## config.mk

```make
export PLATFORM = sky130hd
export DESIGN_NAME = julia_pixel_sequencer
export DESIGN_NICKNAME = d
export VERILOG_FILES = /design/src/rtl/julia_pkg.sv /design/src/rtl/ms_timer.sv /design/src/rtl/julia_pixel_sequencer.sv
export SDC_FILE = /design/constraint.sdc
export NUM_CORES = 1
export LEC_CHECK = 0
export CAP_MARGIN = 20
export CORE_MARGIN = 4
export CORE_UTILIZATION = 50
export CTS_BUF_LIST = sky130_fd_sc_hd__clkbuf_8
export DETAILED_ROUTE_END_ITERATION = 8
export PLACE_DENSITY = 0.79
export SLEW_MARGIN = 40
export SYNTH_ARGS = -nofsm -noshare
export SYNTH_HDL_FRONTEND = slang
export SYNTH_SLANG_ARGS = --single-unit
```

## constraint.sdc

```tcl
create_clock -name clk -period 2.7 [get_ports clk]
set_input_delay 0.81 -clock clk [delete_from_list [all_inputs] [get_ports clk]]
set_output_delay 0.81 -clock clk [all_outputs]
set_load 0.005 [all_outputs]
```

## src/rtl/julia_pkg.sv

```systemverilog
// Shared types and helpers for the Julia frame pipeline: coordinate/iteration
// types, buffer address type and the iteration-count to RGB332 colour map.
package julia_pkg;

    typedef logic signed [26:0] coord_t;
    typedef logic [9:0]         iter_t;
    typedef logic [18:0]        buf_addr_t;

    localparam int unsigned COORD_FRAC = 23;

    typedef enum logic [1:0] {
        ST_IDLE = 2'd0,
        ST_RUN  = 2'd1,
        ST_DONE = 2'd2
    } seq_state_t;

    // Points that reached the iteration limit are painted black.
    function automatic logic [7:0] iter_to_rgb332(input iter_t iter, input iter_t max_iter);
        if (iter >= max_iter) begin
            return 8'h00;
        end
        return {iter[2:0], iter[5:3], iter[7:6]};
    endfunction

endpackage

```

## src/rtl/ms_timer.sv

```systemverilog
// Millisecond frame timer: cycle prescaler feeding a saturating ms counter,
// with a clear for frame start and a capture register for the frame length.
module ms_timer #(
    parameter int unsigned CLK_HZ = 100_000_000
) (
    input  logic        clk,
    input  logic        reset,
    input  logic        clear_i,
    input  logic        capture_i,
    output logic [31:0] frame_ms_o
);

    localparam int unsigned CYC_PER_MS = CLK_HZ / 1000;
    localparam int unsigned CYC_W      = (CYC_PER_MS > 1) ? $clog2(CYC_PER_MS) : 1;

    logic [CYC_W-1:0] cyc_q, cyc_d;
    logic [31:0]      ms_q, ms_d;
    logic [31:0]      frame_ms_q, frame_ms_d;

    // Capture takes the count including this cycle's tick, so the result is floor(cycles/ms).
    always_comb begin
        cyc_d      = cyc_q;
        ms_d       = ms_q;
        frame_ms_d = frame_ms_q;
        if (cyc_q == CYC_W'(CYC_PER_MS - 1)) begin
            cyc_d = '0;
            if (ms_q != '1) begin
                ms_d = ms_q + 32'd1;
            end
        end else begin
            cyc_d = cyc_q + 1'b1;
        end
        if (capture_i) begin
            frame_ms_d = ms_d;
        end
        if (clear_i) begin
            cyc_d = '0;
            ms_d  = '0;
        end
    end

    always_ff @(posedge clk) begin
        if (reset) begin
            cyc_q      <= '0;
            ms_q       <= '0;
            frame_ms_q <= '0;
        end else begin
            cyc_q      <= cyc_d;
            ms_q       <= ms_d;
            frame_ms_q <= frame_ms_d;
        end
    end

    assign frame_ms_o = frame_ms_q;

endmodule

```

## src/rtl/julia_pixel_sequencer.sv

```systemverilog
// Frame scheduler: issues per-pixel coordinates to the Julia solver in raster
// order, writes returned iteration counts as RGB332 into the VGA pixel buffer.
module julia_pixel_sequencer
    import julia_pkg::*;
#(
    parameter int unsigned H_RES  = 640,
    parameter int unsigned V_RES  = 480,
    parameter int unsigned CLK_HZ = 100_000_000
) (
    input  logic        clk,
    input  logic        reset,
    input  logic        start,
    input  logic [26:0] init_x,
    input  logic [26:0] init_y,
    input  logic [26:0] step,
    input  logic [9:0]  num_iter,
    output logic        busy,
    output logic        frame_done,
    output logic [31:0] frame_ms,
    output logic        pix_valid,
    input  logic        pix_ready,
    output logic [26:0] pix_cr,
    output logic [26:0] pix_ci,
    output logic [9:0]  pix_max_iter,
    input  logic        res_valid,
    output logic        res_ready,
    input  logic [9:0]  res_iter,
    output logic [18:0] buf_address,
    output logic        buf_write,
    output logic [7:0]  buf_writedata,
    output logic        buf_chipselect,
    output logic        buf_clken
);

    localparam int unsigned N_PIX = H_RES * V_RES;
    localparam int unsigned COL_W = (H_RES > 1) ? $clog2(H_RES) : 1;
    localparam int unsigned ROW_W = (V_RES > 1) ? $clog2(V_RES) : 1;

    seq_state_t       state_q, state_d;
    logic [COL_W-1:0] col_q, col_d;
    logic [ROW_W-1:0] row_q, row_d;
    coord_t           init_x_q, init_x_d;
    coord_t           step_q, step_d;
    logic             pix_valid_q, pix_valid_d;
    coord_t           pix_cr_q, pix_cr_d;
    coord_t           pix_ci_q, pix_ci_d;
    iter_t            pix_max_iter_q, pix_max_iter_d;
    buf_addr_t        wb_addr_q, wb_addr_d;
    buf_addr_t        buf_address_q, buf_address_d;
    logic [7:0]       buf_writedata_q, buf_writedata_d;
    logic             buf_write_q, buf_write_d;
    logic             busy_q, busy_d;
    logic             frame_done_q, frame_done_d;
    logic             timer_clear_c;
    logic             timer_capture_c;
    logic             res_fire_c;

    assign res_fire_c = res_valid && (state_q == ST_RUN);

    // Next-state logic: issue counters and writeback advance independently in RUN.
    always_comb begin
        state_d         = state_q;
        col_d           = col_q;
        row_d           = row_q;
        init_x_d        = init_x_q;
        step_d          = step_q;
        pix_valid_d     = pix_valid_q;
        pix_cr_d        = pix_cr_q;
        pix_ci_d        = pix_ci_q;
        pix_max_iter_d  = pix_max_iter_q;
        wb_addr_d       = wb_addr_q;
        buf_address_d   = buf_address_q;
        buf_writedata_d = buf_writedata_q;
        buf_write_d     = 1'b0;
        busy_d          = busy_q;
        frame_done_d    = 1'b0;
        timer_clear_c   = 1'b0;
        timer_capture_c = 1'b0;

        unique case (state_q)
            ST_IDLE: begin
                if (start) begin
                    state_d        = ST_RUN;
                    busy_d         = 1'b1;
                    init_x_d       = coord_t'(init_x);
                    step_d         = coord_t'(step);
                    pix_valid_d    = 1'b1;
                    pix_cr_d       = coord_t'(init_x);
                    pix_ci_d       = coord_t'(init_y);
                    pix_max_iter_d = iter_t'(num_iter);
                    col_d          = '0;
                    row_d          = '0;
                    wb_addr_d      = '0;
                    timer_clear_c  = 1'b1;
                end
            end
            ST_RUN: begin
                if (pix_valid_q && pix_ready) begin
                    if (col_q == COL_W'(H_RES - 1)) begin
                        col_d    = '0;
                        pix_cr_d = init_x_q;
                        pix_ci_d = pix_ci_q - step_q;
                        if (row_q == ROW_W'(V_RES - 1)) begin
                            pix_valid_d = 1'b0;
                        end else begin
                            row_d = row_q + 1'b1;
                        end
                    end else begin
                        col_d    = col_q + 1'b1;
                        pix_cr_d = pix_cr_q + step_q;
                    end
                end
                if (res_fire_c) begin
                    buf_write_d     = 1'b1;
                    buf_address_d   = wb_addr_q;
                    buf_writedata_d = iter_to_rgb332(iter_t'(res_iter), pix_max_iter_q);
                    wb_addr_d       = wb_addr_q + 1'b1;
                    if (wb_addr_q == buf_addr_t'(N_PIX - 1)) begin
                        state_d         = ST_DONE;
                        busy_d          = 1'b0;
                        frame_done_d    = 1'b1;
                        timer_capture_c = 1'b1;
                    end
                end
            end
            ST_DONE: begin
                state_d = ST_IDLE;
            end
            default: begin
                state_d = ST_IDLE;
            end
        endcase
    end

    always_ff @(posedge clk) begin
        if (reset) begin
            state_q         <= ST_IDLE;
            col_q           <= '0;
            row_q           <= '0;
            init_x_q        <= '0;
            step_q          <= '0;
            pix_valid_q     <= 1'b0;
            pix_cr_q        <= '0;
            pix_ci_q        <= '0;
            pix_max_iter_q  <= '0;
            wb_addr_q       <= '0;
            buf_address_q   <= '0;
            buf_writedata_q <= '0;
            buf_write_q     <= 1'b0;
            busy_q          <= 1'b0;
            frame_done_q    <= 1'b0;
        end else begin
            state_q         <= state_d;
            col_q           <= col_d;
            row_q           <= row_d;
            init_x_q        <= init_x_d;
            step_q          <= step_d;
            pix_valid_q     <= pix_valid_d;
            pix_cr_q        <= pix_cr_d;
            pix_ci_q        <= pix_ci_d;
            pix_max_iter_q  <= pix_max_iter_d;
            wb_addr_q       <= wb_addr_d;
            buf_address_q   <= buf_address_d;
            buf_writedata_q <= buf_writedata_d;
            buf_write_q     <= buf_write_d;
            busy_q          <= busy_d;
            frame_done_q    <= frame_done_d;
        end
    end

    ms_timer #(
        .CLK_HZ(CLK_HZ)
    ) u_ms_timer (
        .clk        (clk),
        .reset      (reset),
        .clear_i    (timer_clear_c),
        .capture_i  (timer_capture_c),
        .frame_ms_o (frame_ms)
    );

    assign busy           = busy_q;
    assign frame_done     = frame_done_q;
    assign pix_valid      = pix_valid_q;
    assign pix_cr         = pix_cr_q;
    assign pix_ci         = pix_ci_q;
    assign pix_max_iter   = pix_max_iter_q;
    assign res_ready      = (state_q == ST_RUN);
    assign buf_address    = buf_address_q;
    assign buf_write      = buf_write_q;
    assign buf_writedata  = buf_writedata_q;
    assign buf_chipselect = buf_write_q;
    assign buf_clken      = buf_write_q;

endmodule

```

After elaboration in Yosys (flattened, before gate mapping):

Index checks and enable logic that the tools add are counted.

* bits of input ports: 106
* flip-flop bits (word level): 270
* output and inout port bits: 130
* logic and storage cells: 101

* $add $sub $neg: 7
* muxes and demuxes: 45
* $lt $le $gt $ge: 1
* bitwise operators: 1
* equal/unequal tests: 13
* reduce and logical (&&, ||, !) cells: 16

Operators by type and width (number)
* $mux W27: 6
* $pmux W27 S2: 2
* $mux W32: 2
* $mux W19: 2
* $pmux W19 S2: 1
* $mux W9: 4
* $add A32 B1 Y32 const B: 1
* $ne A32 B32 Y1 const B: 1
* $mux W10: 3
* $add A27 B27 Y27: 1
* $sub A27 B27 Y27: 1
* $pmux W10 S2: 1
* $add A19 B1 Y19 const B: 1
* $eq A19 B19 Y1 const B: 1
* $pmux W9 S2: 1
* $add A17 B1 Y17 const B: 1
* $eq A17 B17 Y1 const B: 1
* $mux W8: 2
* $mux W1: 15
* $add A10 B1 Y10 const B: 1
* $eq A10 B10 Y1 const B: 1
* $ge A10 B10 Y1: 1
* $ne A2 B1 Y1 const B: 5
* $reduce_and A5 Y1: 2
* 16 further kinds: 26

Depth between registers and ports, before layout:

* depth after elaboration: 5
* depth in mapped cells: 13

By module:

From an unflattened synthesis, not the netlist that was laid out.

* cells, all modules: 1743
* area, all modules: 14027.2 um^2

By module, submodules not included
* julia_pixel_sequencer: times used 1, area each 10485.1 um^2, seq. area each 3783.6 um^2, cells an instance 1335
* ms_timer: times used 1, area each 3542.1 um^2, seq. area each 1621.6 um^2, cells an instance 408

Worst setup path after synthesis:

Ideal clock, no wire load.

* path kind: reg-to-reg
* start: reg pix_ci_q[0] (netlist: pix_ci[0])
* end: reg pix_ci_q[24] (netlist: pix_ci[24])
* path buffers: 0
* required time: 2.626 ns
* arrival time: 2.652 ns
* cell stages (with the launch flop): 14
* slack: -0.026 ns
* cells stage by stage: dfxtp_1 > inv_1 > ha_1 > inv_1 > fa_1 > a211oi_1 > nor2_1 > o21ai_0 > o21ai_0 > a31o_2 > a21oi_1 > o211ai_1 > o31a_1 > o21ai_0

* word-level cells in the longest chain between the ends: 4

RTL lines
* start: declaration: RTL line julia_pixel_sequencer.sv:46 `coord_t pix_ci_q, pix_ci_d;`
* start signal: assignment: RTL line julia_pixel_sequencer.sv:160 `pix_ci_q <= pix_ci_d;`
* $sub A27 B27 Y27: RTL line julia_pixel_sequencer.sv:102 `pix_ci_d = pix_ci_q - step_q;`
* $mux W27: RTL line julia_pixel_sequencer.sv:99 `if (col_q == COL_W'(H_RES - 1)) begin`
* $mux W27: RTL line julia_pixel_sequencer.sv:98 `if (pix_valid_q && pix_ready) begin`
* $pmux W27 S2: RTL line julia_pixel_sequencer.sv:80 `unique case (state_q)`

Every way passes these cells. The select of a mux whose other input is x is not followed.
A chain may end at the register's enable or synchronous reset.

Worst setup path in the final report:

* start: reg step_q[2]
* end: reg pix_cr_q[21] (netlist: pix_cr[21])

* word-level cells in the longest chain between the ends: 4

RTL lines
* start: declaration: RTL line julia_pixel_sequencer.sv:43 `coord_t step_q, step_d;`
* start signal: assignment: RTL line julia_pixel_sequencer.sv:157 `step_q <= step_d;`
* $add A27 B27 Y27: RTL line julia_pixel_sequencer.sv:110 `pix_cr_d = pix_cr_q + step_q;`
* $mux W27: RTL line julia_pixel_sequencer.sv:99
* $mux W27: RTL line julia_pixel_sequencer.sv:98
* $pmux W27 S2: RTL line julia_pixel_sequencer.sv:80
* end signal: assignment: RTL line julia_pixel_sequencer.sv:159 `pix_cr_q <= pix_cr_d;`
* end: declaration: RTL line julia_pixel_sequencer.sv:45 `coord_t pix_cr_q, pix_cr_d;`

Every way passes these cells. The select of a mux whose other input is x is not followed.

==> results.md <==
- For met3 alone, demand over resource in global routing was 0.0599.
- The area added between synthesis and finish is 32.0%.
- Summing all multi-input logic gate instances after layout gives 0.00790 mm2.
- The cell leakage power is 6.88 nW.
- Synthesis produced 1720 cells.
- The congestion estimate from routability-driven global placement came to 1.00.
- Hold repair after CTS inserted 0 buffers.
- Summing all flip-flop and latch instances after layout gives 0.00542 mm2.
- The effective utilization at floorplan is 0.508.
- The diode insertion count for antenna repair is 0.
- The sequential share of the synthesized area is 0.396.
- The Yosys step of the flow raised 0 warnings.
- The flow ran to the end, and the final reports show no timing, DRC or antenna violations.
- The synthesis-stage register bit count is 270.
- The number of buffers added on ports is 235.
- The largest single stage delay on the critical path is 0.42 ns.
- Counting tap cells, the placed design contains a total of 2301 instances.
- The net count after synthesis is 1895.
- A synthesized cell averages 7.93 um2.
- The number of buffers on the longest clock path is 3.
- The total number of H-tree levels is 2.
- The async set-or-reset flop fraction in the synthesized netlist is 0.
- The startpoint class of the critical path is a flop.
- The CTS sink count is 270.
- The most used flip-flop cell after synthesis is dfxtp_1.
- The post-detailed-route via-to-cell ratio is 5.65.
- The aggregate global routing overflow is 0.
- The number of maximum-capacitance violations is 0.
- Final hold analysis gives a worst-case slack of 0.451 ns.
- The commonest cells after synthesis are nand2_1, dfxtp_1, nor2_1.
- The start of the worst register-to-register path is step_q[2]$_SDFFE_PP0P_.
- The startpoint identified for the worst hold timing path is buf_writedata[7]$_SDFFE_PP0P_.
- After synthesis the cells add up to 0.0136 mm2.
- The number of max-slew violations in the final report is 0.
- The first routing iteration left 1069 violations.
- The via total after detailed routing is 13451.
- IR analysis of the VDD net gives a maximum drop of 426 uV.
- The number of hold-slack violations in the final timing report is 0.
- The dominant cell by count in the synthesized netlist is nand2_1.
- The source-to-sink clock delay at the later pin of the worst-skew pair is 0.57 ns.
- The number of library cell types mapped by synthesis is 76.
- In the finished design, the share of the clock period the worst path needs comes to 0.967.
- The number of fillers in the final layout is 2189.
- The global router's overall resource usage is 0.252.
- The routed wirelength normalized by instance count is 16.8 um.
- Setup total negative slack on the finished layout was measured at 0 ns.
- The full die area is 0.0300 mm2.
- The final critical delay including setup and external delays is 2.61 ns.
- By area the synthesized netlist is led by dfxtp_1, nand2_1, ha_1.
- The cell type with the highest aggregate area in the netlist is dfxtp_1.
- The first detailed-routing pass took 6 iterations.
- CTS placed an instance of clkbuf_8 at the clock tree root.
- The via count of the first global-routing pass is 13198.
- The path class of the tightest hold or removal check is reg2reg.
- The highest attainable clock frequency is 383 MHz.
- Clock skew on the completed layout was measured at 0.0325 ns.
- The source of the critical timing path is step_q[2]$_SDFFE_PP0P_.
- Counting flops with a built-in enable in the synthesized netlist gives 0.
- The floorplan step set the die width to 173 um.
- Setup violations remaining at the end of the flow were counted as 0.
- Of the post-synthesis cell area, the dominant cell type holds 0.396.
- The placed wire-length estimate is 28.7 mm.
- The maximum number of pins on one net before global-route repair is 74.
- The classification of the worst setup path is reg2reg.
- The worst pin sits at a relative slew slack of 0.578.
- The finished layout holds 2381 standard cells, fillers aside.
- With fillers left out, the area of the finished cells amounts to 0.0180 mm2.
- The post-route total power is 9.93 mW.
- The global-route wire length before repair is 64.4 mm.
- The flop-to-flop setup slack is 0.09 ns.
- For the worst setup path, the data required time is 3.14 ns.
- 236 I/O pins were placed.
- The power per unit of standard cell area is 551 mW/mm2.
- The signal on the critical path passes through ha_4, buf_4, o21ai_1, o211ai_1, nand3_2, o311ai_4, nand2b_2, and3_4, or4_1, o211ai_2, a21oi_2.
- The fraction of layout instances using a drive strength above 1 is 0.114.
- The die height is 173 um.
- The layout net count is 2189.
- The number of routed nets with antenna violations is 0.
- STA classifies the critical path endpoint as a flop.
- Setup repair after global routing could not meet its margin everywhere.
- Buffers inserted during clock tree synthesis total 46.
- The initial antenna violation count is 4.
- The DRC violation count after routing is 0.
- The global-route track usage on met2 is 0.411.
- The peak fanout along the critical path is 3.
- The area of placed instances is 0.0168 mm2.
- The row count is 60.
- The routed wire length is 40.0 mm.
- The layer flagged by global routing as most heavily used is met2.
- TritonCTS built the clock tree.
- The met1 layer usage reported by global route is 0.327.
- The transition time at the pin with the least slew margin is 0.631 ns.
- The clock transition at the registers of the reported paths is 0.06 ns.
- The arrival time at the worst endpoint is 3.05 ns.
- The core region is 0.0269 mm2.
- The slowest stage of the critical path is the or4_1 cell.
==> area by class of cell <==
class,instances,area share
Tap cell,341,0.0237
Clock inverter,18,0.00445
Timing Repair Buffer,336,0.178
Multi-Input combinational cell,1304,0.438
Sequential cell,270,0.301
Inverter,56,0.0119
Clock buffer,56,0.0428
==> cell families after synthesis <==
kind of cell,after synthesis,share of synthesized area
xor+xnor,108,0.0693
fa+ha+maj,69,0.0644
compound gates,407,0.188
simple gates,712,0.231
mux,8,0.00596
flops,270,0.396
buf+inv,146,0.0448
==> where the power goes <==
group          leakage, nW  total, mW  internal [mW]  switching, mW
Combinational         4.20       2.16           1.05           1.11
Sequential            2.20       4.27           4.14          0.136
Clock                0.483       3.49           1.85           1.64
Total                 6.88       9.93           7.04           2.89
==> metal layers <==
layer	routed length, um	vias to the layer above
li1	-	6589
met1	17500	6277
met2	18400	484
met3	2940	93
met4	1190	8
met5	52	-
==> registers in the layout, indices dropped and copies added (netlist names) <==
name                   cells
u_ms_timer.frame_ms_o     32
wb_addr_q                 19
pix_cr                    27
pix_valid                  1
pix_max_iter              10
buf_writedata              8
buf_address               19
step_q                    27
u_ms_timer.ms_q           32
col_q                     10
state_q                    2
busy                       1
pix_ci                    27
row_q                      9
frame_done                 1
init_x_q                  27
buf_chipselect             1
u_ms_timer.cyc_q          17
==> metrics by stage <==
step / utilization / setup slack (ns)
5_1_grt: 0.670 / -0.0306
4_1_cts: 0.659 / -0.0123
2_1_floorplan: - / 0.0556
3_5_place_dp: 0.627 / -0.404
3_3_place_gp: 0.627 / -0.312
6_report: 0.670 / 0.0899
==> worst max-delay path, delay by kind of cell (launching register included) <==
kind | cells | cell delay [ns]
flops | 1 | 0.34
buf+inv | 1 | 0.11
simple gates | 4 | 0.85
compound gates | 5 | 0.92
fa+ha+maj | 1 | 0.27
==> final timing paths <==
check | to | cells past startpoint
worst max-delay path | pix_cr[21]$_SDFFE_PP0P_ | 11
worst min register to register | buf_writedata[7]$_SDFFE_PP0P_ | 2
worst max register to register | pix_cr[21]$_SDFFE_PP0P_ | 11
worst min-delay path | buf_writedata[7]$_SDFFE_PP0P_ | 2
==> cell usage in the layout, fill, tap and decap left out, types with 40 or more instances in the layout <==
master           synthesis  layout
xor2_1                  67      67
buf_4                    3      92
clkdlybuf4s50_1          0     234
dfxtp_1                270     264
nand3_1                 62      61
o21ai_0                 60      52
xnor2_1                 41      40
clkbuf_8                 0      56
nor2_1                 209     206
ha_1                    67      61
inv_1                   55      62
nand2_1                292     291
a21oi_1                165     160
a211oi_1                50      46
==> what timing repair did <==
item,CTS,global route
resized for setup,10,52
pin swaps,2,27
hold endpoints to repair,0,0
endpoints found under the setup margin,11,43
buffers inserted,0,6
No activity file was read; power rests on OpenSTA's default activity.
